### src/rtl/xorexec_pkg.sv
// Shared definitions for the xorexec output path: frame states and header field layout.
package xorexec_pkg;

    typedef enum logic [1:0] {
        HDR  = 2'd0,
        PAY  = 2'd1,
        EMIT = 2'd2
    } state_t;

    localparam int DATA_W_DEF = 8;
    localparam int LEN_W_DEF  = 3;

    // Header layout: low LEN_W bits carry the payload length, anything above must be zero.
    localparam logic [DATA_W_DEF-1:0] HDR_LEN_MASK   = DATA_W_DEF'((1 << LEN_W_DEF) - 1);
    localparam logic [DATA_W_DEF-1:0] HDR_UPPER_MASK = ~HDR_LEN_MASK;

    function automatic logic [LEN_W_DEF-1:0] hdr_len(input logic [DATA_W_DEF-1:0] hdr);
        return hdr[LEN_W_DEF-1:0];
    endfunction

    function automatic logic hdr_bad(input logic [DATA_W_DEF-1:0] hdr);
        return |(hdr & HDR_UPPER_MASK);
    endfunction

endpackage

### src/rtl/xorexec_sat_counter.sv
// Up-counter that sticks at all-ones instead of wrapping.
module xorexec_sat_counter #(
    parameter int W = 8
) (
    input  logic         clk,
    input  logic         rst_n,
    input  logic         inc,
    input  logic         clear,
    output logic [W-1:0] cnt
);

    always_ff @(posedge clk or negedge rst_n) begin
        if (!rst_n)
            cnt <= '0;
        else if (clear)
            cnt <= '0;
        else if (inc && (cnt != {W{1'b1}}))
            cnt <= cnt + 1'b1;
    end

endmodule

### src/rtl/xorexec_frame_collector.sv
// Drains the xorexec output FIFO and re-frames it into length-prefixed transactions.
// Optional build macro XORC_TIMEOUT_EN abandons a payload after TIMEOUT idle cycles.
import xorexec_pkg::*;

module xorexec_frame_collector #(
    parameter int DATA_W  = DATA_W_DEF,
    parameter int LEN_W   = LEN_W_DEF,
    parameter int TIMEOUT = 64,
    parameter int CNT_W   = 16
) (
    input  logic              clk,
    input  logic              rst_n,
    input  logic              ofifo_rdy,
    input  logic [DATA_W-1:0] odata,
    output logic              ofifo_pop,
    output logic              frm_valid,
    input  logic              frm_ready,
    output logic [LEN_W-1:0]  frm_len,
    output logic [DATA_W-1:0] frm_xor,
    output logic              frm_err,
    output logic [CNT_W-1:0]  frm_cnt,
    output logic [7:0]        err_cnt
);

    state_t            state;
    logic [LEN_W-1:0]  rem;
    logic [LEN_W-1:0]  len_acc;
    logic [DATA_W-1:0] xor_acc;
    logic              hdr_err;

    logic [LEN_W-1:0]  hdr_len_f;
    logic              hdr_upper;
    logic              accept;

    assign hdr_len_f = odata[LEN_W-1:0];
    assign hdr_upper = |odata[DATA_W-1:LEN_W];

    // Reset gates the pop so nothing is consumed while the block is held in reset.
    assign ofifo_pop = rst_n & ofifo_rdy & ((state == HDR) | (state == PAY));
    assign frm_valid = (state == EMIT);
    assign accept    = frm_valid & frm_ready;

`ifdef XORC_TIMEOUT_EN
    localparam int IDLE_W = $clog2(TIMEOUT + 1);
    logic [IDLE_W-1:0] idle;
`endif

    always_ff @(posedge clk or negedge rst_n) begin
        if (!rst_n) begin
            state   <= HDR;
            rem     <= '0;
            len_acc <= '0;
            xor_acc <= '0;
            hdr_err <= 1'b0;
            frm_len <= '0;
            frm_xor <= '0;
            frm_err <= 1'b0;
`ifdef XORC_TIMEOUT_EN
            idle    <= '0;
`endif
        end else begin
            case (state)
                HDR: begin
`ifdef XORC_TIMEOUT_EN
                    idle <= '0;
`endif
                    if (ofifo_pop) begin
                        rem     <= hdr_len_f;
                        xor_acc <= '0;
                        len_acc <= '0;
                        hdr_err <= hdr_upper;
                        if (hdr_len_f == '0) begin
                            frm_len <= '0;
                            frm_xor <= '0;
                            frm_err <= hdr_upper;
                            state   <= EMIT;
                        end else begin
                            state   <= PAY;
                        end
                    end
                end
                PAY: begin
                    if (ofifo_pop) begin
                        xor_acc <= xor_acc ^ odata;
                        len_acc <= len_acc + 1'b1;
                        rem     <= rem - 1'b1;
`ifdef XORC_TIMEOUT_EN
                        idle    <= '0;
`endif
                        // Descriptor fields are taken from the next-state values so EMIT sees the full frame.
                        if (rem == LEN_W'(1)) begin
                            frm_len <= len_acc + 1'b1;
                            frm_xor <= xor_acc ^ odata;
                            frm_err <= hdr_err;
                            state   <= EMIT;
                        end
                    end
`ifdef XORC_TIMEOUT_EN
                    else if (idle == IDLE_W'(TIMEOUT - 1)) begin
                        frm_len <= len_acc;
                        frm_xor <= xor_acc;
                        frm_err <= 1'b1;
                        idle    <= '0;
                        state   <= EMIT;
                    end else begin
                        idle <= idle + 1'b1;
                    end
`endif
                end
                EMIT: begin
                    if (frm_ready) begin
                        frm_len <= '0;
                        frm_xor <= '0;
                        frm_err <= 1'b0;
                        state   <= HDR;
                    end
                end
                default: state <= HDR;
            endcase
        end
    end

    xorexec_sat_counter #(.W(CNT_W)) u_frm_cnt (
        .clk   (clk),
        .rst_n (rst_n),
        .inc   (accept),
        .clear (1'b0),
        .cnt   (frm_cnt)
    );

    xorexec_sat_counter #(.W(8)) u_err_cnt (
        .clk   (clk),
        .rst_n (rst_n),
        .inc   (accept & frm_err),
        .clear (1'b0),
        .cnt   (err_cnt)
    );

endmodule

### config.mk
export PLATFORM = sky130hd
export DESIGN_NAME = xorexec_frame_collector
export DESIGN_NICKNAME = d
export VERILOG_FILES = /design/src/rtl/xorexec_pkg.sv /design/src/rtl/xorexec_sat_counter.sv /design/src/rtl/xorexec_frame_collector.sv
export SDC_FILE = /design/constraint.sdc
export NUM_CORES = 1
export LEC_CHECK = 0
export CAP_MARGIN = 5
export CORE_MARGIN = 3
export CORE_UTILIZATION = 40
export CTS_CLUSTER_DIAMETER = 40
export DETAILED_ROUTE_END_ITERATION = 8
export SLEW_MARGIN = 25
export SYNTH_ARGS = -nofsm -noshare
export SYNTH_HDL_FRONTEND = slang
export SYNTH_SLANG_ARGS = --single-unit
### constraint.sdc
create_clock -name clk -period 2.4 [get_ports clk]
set_clock_uncertainty 0.15 [all_clocks]
set_input_delay 0.48 -clock clk [delete_from_list [all_inputs] [get_ports clk]]
set_output_delay 0.48 -clock clk [all_outputs]
set_load 0.02 [all_outputs]
# == After elaboration in Yosys (flattened, before gate mapping) ==
# Index checks and enable logic that the tools add are counted.
# word_totals
latch_bits,0
rom_bits,0
wordCells,74
output_inout_bits,38
mem_count,0
ramBits,0
inputBits,12
ff_bits,53
# op_classes
reduce_logical,11
div_mod_pow,0
shifts,0
bitwise_logic,6
muxes,33
add_sub_neg,4
n_lt_le_gt_ge,0
eq_ne,10
n_mul,0
# ops
cell,count
two-way mux 8 bit,7
two-way mux 3 bit,9
case mux 8 bit (3 select lines),1
adder 16 x 1 -> 16 bit (second input constant),1
inequality test 16 bit (second input constant),1
case mux 8 bit (2 select lines),1
case mux 3 bit (2 select lines),2
two-way mux 2 bit,5
case mux 3 bit (3 select lines),1
adder 8 x 1 -> 8 bit (second input constant),1
inequality test 8 bit (second input constant),1
bitwise XOR 8 bit,1
inequality test 2 x 1 -> 1 bit (second input constant),3
case mux 2 bit (3 select lines),1
AND reduction 6 bit,1
two-way mux 1 bit,5
OR reduction 5 bit,1
AND 1 bit,4
inequality test 2 bit (second input constant),2
AND reduction 4 bit,1
adder 3 x 1 -> 3 bit (second input constant),1
== test 3 x 1 -> 1 bit (second input constant),1
zero test 3 bit,1
case mux 1 bit (3 select lines),1
other kinds (10),11

# == Logic depth before layout (Yosys ltp) ==
# logic_depth
depth_word,5
depth_mapped,8
mapped_depth_nobuf,6

# == By module ==
# From an unflattened synthesis, not the netlist that was laid out.
# unflattened
hier_cells,301
area_unflattened_um2,3002.9
# by_module_without_submodules
module,n_inst,area_each_um2,cells_each,seq_area_each_um2
xorexec_frame_collector,1,1596.5,154,725.7
xorexec_sat_counter at u_frm_cnt,1,942.2,98,400.4
xorexec_sat_counter at u_err_cnt,1,464.2,49,200.2

# == Worst setup path after synthesis ==
# No wires, ideal clock.
# synth_timing
kind,reg-to-reg
from,reg state[0]
to,reg u_frm_cnt.cnt[12]
synth_period_minus_slack_ns,2.203
required_time_ns,2.125
setup_time_ns,0.125
path_stages_with_launch,7
path_buffers,0
t_arrival_ns,1.928
path_slack_ns,0.197
cell_sequence,dfrtp_1 inv_1 ha_1 nand2_1 or2_2 nor3_1 mux2_2
# synth_via
elab_chain_cells,3
# synth_lines
element,line,text
from (decl),xorexec_frame_collector.sv:25,state_t state;
from (signal assigned),xorexec_frame_collector.sv:50,state <= HDR;
from (signal assigned),xorexec_frame_collector.sv:76,state <= EMIT;
from (signal assigned),xorexec_frame_collector.sv:78,state <= PAY;
== test 2 bit,xorexec_frame_collector.sv:40,assign frm_valid = (state == EMIT);
via frm_valid,xorexec_frame_collector.sv:16,"output logic frm_valid,"
AND 1 bit,xorexec_frame_collector.sv:41,assign accept = frm_valid & frm_ready;
logical AND 1 bit,xorexec_sat_counter.sv:17,else if (inc && (cnt != {W{1'b1}}))
to (signal assigned),xorexec_sat_counter.sv:18,cnt <= cnt + 1'b1;
to (decl),xorexec_sat_counter.sv:9,output logic [W-1:0] cnt
# The timed path passes the listed nets, and every way through them passes these cells.
# A chain may end at the register's enable or synchronous reset.

# == Worst setup path after layout ==
# layout_timing
from,in rst_n
to,out ofifo_pop
# layout_via
elab_chain_cells,2
# layout_lines
element,line,text
from (decl),xorexec_frame_collector.sv:12,"input logic rst_n,"
AND 1 bit (2 in series),xorexec_frame_collector.sv:39,assign ofifo_pop = rst_n & ofifo_rdy & ((state == HDR) | (state == PAY));
to (decl),xorexec_frame_collector.sv:15,"output logic ofifo_pop,"
# No other way between the ends.

==> metrics.md <==
| Metric | Value |
|---|---|
| Clock sink count | 53 |
| Power Dens Cells | 1020 nW/µm² |
| WL final | ~5800 µm |
| Required arrival time at the worst endpoint | 1770 ps |
| Global-route wire length before repair | between 9000 and 10000 µm |
| I/O pin cnt | 50 |
| Critical path start-end classification | in -> out |
| Max VDD drop | 0.0007017 V |
| Post-route worst hold slack | 360.9 ps |
| Mapped Avg Cell Area | roughly 10 µm² |
| Post-CTS repair timing setup buffer count | 0 |
| Longest Clk Path Bufs | 2 |
| Clock-pin slew on the worst setup and hold paths | 90 ps |
| Worst skew pair latency | roughly 300 ps |
| Initial core utilization | between 40 and 50% |
| Buffers on Ports | 49 |
| Most common cell in the synthesized netlist | dfrtp_1 |
| Detailed-placement wirelength estimate | between 4000 and 5000 µm |
| Max-cap violations | 0 |
| Floorplan die width | 89.22 µm |
| Final global-route overflow total | 0 |
| Portion of synthesized cell area occupied by the leading cell type | a little under half |
| Worst Tran Pin Value | 576.7 ps |
| Number of cells in the design after placement | approximately 400 |
| Setup repair after global routing missed its margin | no |
| Maximum fanout along the worst path | 2 |
| Max Clock Freq | 439.2 MHz |
| Total DRC errors in the routed layout | 0 |
| Static Leak | 1.626 nW |
| Core region area | 6531 µm² |
| Combined area of the multi-input logic cells | 1344 µm² |
| Number of enable flip-flop cells after synthesis | 0 |
| Final Cycle Share | ~95% |
| Sort of element at the end of the critical path | output pin |
| Largest net degree at the start of global routing | 47 |
| Post-route design area | 3531 µm² |
| Worst slew margin relative to its limit | 61.55% |
| Gate count after technology mapping | 265 |
| Total clock buffers created by CTS | 5 |
| Hold crit path type | reg -> reg |
| Die height | 89.22 µm |
| Routed wire per std cell | 14.15 µm |
| Number of nets in the synthesized netlist | 287 |
| GR met1 Demand/Resource | approximately a fifth |
| Storage cell area | 1326 µm² |
| Post-Place Cell Area | 3440 µm² |
| Flop and latch count out of synthesis | 53 |
| Final TNS setup | 0 ps |
| Busiest layer in global routing | met2 |
| Met2 track demand over resource in global routing | a little over a quarter |
| Via count of the first global-routing pass | 2071 |
| Share of synthesized flip-flops with an asynchronous set or reset | between 90% and 100% |
| Total number of vias | 2182 |
| Filler Cells Inserted | 590 |
| Top cell type by total area after synthesis | dfrtp_1 |
| Number of design-rule violations left by the first detailed-router iteration | 81 |
| Via density per instance | 5.322 |
| H-tree depth reported by CTS | 2 |
| Global-route met3 utilization | 3.871% |
| Synth cell types | 43 |
| Final Hold Violating Endpoints | 0 |
| CTS root buffer | clkbuf_8 |
| Gp weighted congestion | 0.7429 |
| Number of setup violations in the final report | 0 |
| Proportion of layout cells with a drive suffix above 1 | 12.31% |
| Antenna diode count | 0 |
| Initial antenna violation count | 0 |
| Most numerous cell types in the synthesized netlist | dfrtp_1 (53), inv_1 (18), nand2b_1 (18), nor2_1 (18) |
| Arrival time at the worst endpoint | 1650 ps |
| Post-synthesis to final-layout area growth | 27.46% |
| Die Footprint | approximately 8000 µm² |
| DR pass1 iterations | 4 |
| Outcome | finished clean |
| Top area cells in the synthesized netlist | dfrtp_1 (48%), xor2_1 (5.1%), ha_1 (4.5%) |
| Count of standard-cell rows | 29 |
| Area of the mapped netlist | 2770 µm² |
| Final ANT Viol Nets | 0 |
| Synth warn | 0 |
| Sequential element share of the synthesized area | a little under half |
| Total Nets Final | 354 |
| Final critical path time including I/O delays and setup | approximately 2300 ps |
| Global-route usage over all layers | approximately 16% |
| Non-filler cells in the finished layout | 410 |
| Most frequently used flop master after synthesis | dfrtp_1 |
| Startpoint kind of the worst setup timing path | primary input |
| Pins over their slew limit | 0 |
| TritonCTS clock tree | done |
[registers in the layout (all words and copies together), names as in the netlist]
signal	count
u_err_cnt.cnt	8
len_acc	3
frm_xor	8
rem	3
frm_err	1
xor_acc	8
u_frm_cnt.cnt	16
hdr_err	1
state	2
frm_len	3
[cells in the final DEF, fill, tap and decap left out, drive strengths merged, types with 3 or more instances in the layout]
master / synthesis / final
nor2: 19 / 19
nor3: 12 / 12
mux2i: 10 / 10
nand4: 8 / 8
clkbuf: 2 / 7
nand2: 11 / 11
o21ai: 17 / 17
or2: 3 / 3
xnor2: 4 / 4
a21o: 9 / 9
nand2b: 18 / 18
or3: 3 / 3
nor4: 3 / 3
a22o: 9 / 9
xor2: 16 / 16
nand3: 9 / 9
ha: 10 / 10
inv: 18 / 18
a21oi: 6 / 6
dfrtp: 53 / 53
clkdlybuf4s50: 0 / 46
mux2: 6 / 6
buf: 4 / 17
[layer usage]
| metal | share of wire, % | vias to the layer above |
|---|---|---|
| met5 | 0 | - |
| met4 | 1.0 | 0 |
| met3 | 5.2 | 10 |
| met2 | 47 | 67 |
| met1 | 46 | 1041 |
| li1 | - | 1064 |
[what timing repair did]
action | in CTS | in global routing
gates resized for setup | 2 | 0
endpoints found under the setup margin | 2 | 0
hold buffers | 1 | 0
hold endpoints to repair | 9 | 0
[cell families (layout without fill, tap and decap cells)]
| family | Yosys count | after routing | share of synthesized area, % |
|---|---|---|---|
| simple gates | 94 | 94 | 19.69 |
| flops | 53 | 53 | 47.88 |
| compound gates | 48 | 48 | 11.92 |
| buf+inv | 24 | 92 | 3.613 |
| xor+xnor | 20 | 20 | 6.323 |
| mux | 16 | 16 | 6.052 |
| fa+ha+maj | 10 | 10 | 4.517 |
[final cells by class]
cell class              instances  area share, %
multi-input cells             188          38.06
flip-flops and latches         53          37.56
repair buffers                 66          17.36
well taps                      77          2.729
clock buffers                   7          2.162
inverters                      18          1.914
clock inverters                 1         0.2126
[power by group]
part | internal, mW | switching, mW | leakage (nW) | total, mW
Sequential | 1.17 | 0.242 | 0.695 | 1.41
Clock | 0.207 | 0.285 | 0.0385 | 0.492
Combinational | 0.820 | 0.876 | 0.892 | 1.70
Total | 2.20 | 1.40 | 1.63 | 3.60
[worst paths after layout]
check	from	to	slack, ps	depth (start not counted)
max in group asynchronous	rst_n	u_frm_cnt.cnt[13]	760	4
setup / recovery	rst_n	ofifo_pop	120	5
hold reg to reg	u_err_cnt.cnt[6]	u_err_cnt.cnt[6]	360	1
setup reg to reg	state[0]	frm_xor[7]	290	7
hold / removal	u_err_cnt.cnt[6]	u_err_cnt.cnt[6]	360	1
min in group asynchronous	rst_n	frm_xor[6]	540	3
[critical path: stages]
cell and delay, ps:
dlygate4sd3_1 550, buf_2 120, nand2_1 70, nor2_1 90, dlygate4sd2_1 330
[through the flow]
step / setup WS (ps) / power, mW / util [%]
after floorplan: 197.0 / 2.469 / -
after global placement: 45.13 / 3.130 / 52.66
after detailed placement: 34.22 / 3.153 / 52.66
after CTS: 119.9 / 3.650 / 54.06
after global routing: 26.50 / 3.911 / 54.06
final: 123.3 / 3.602 / 54.06
(Power assumes the default switching activity.)
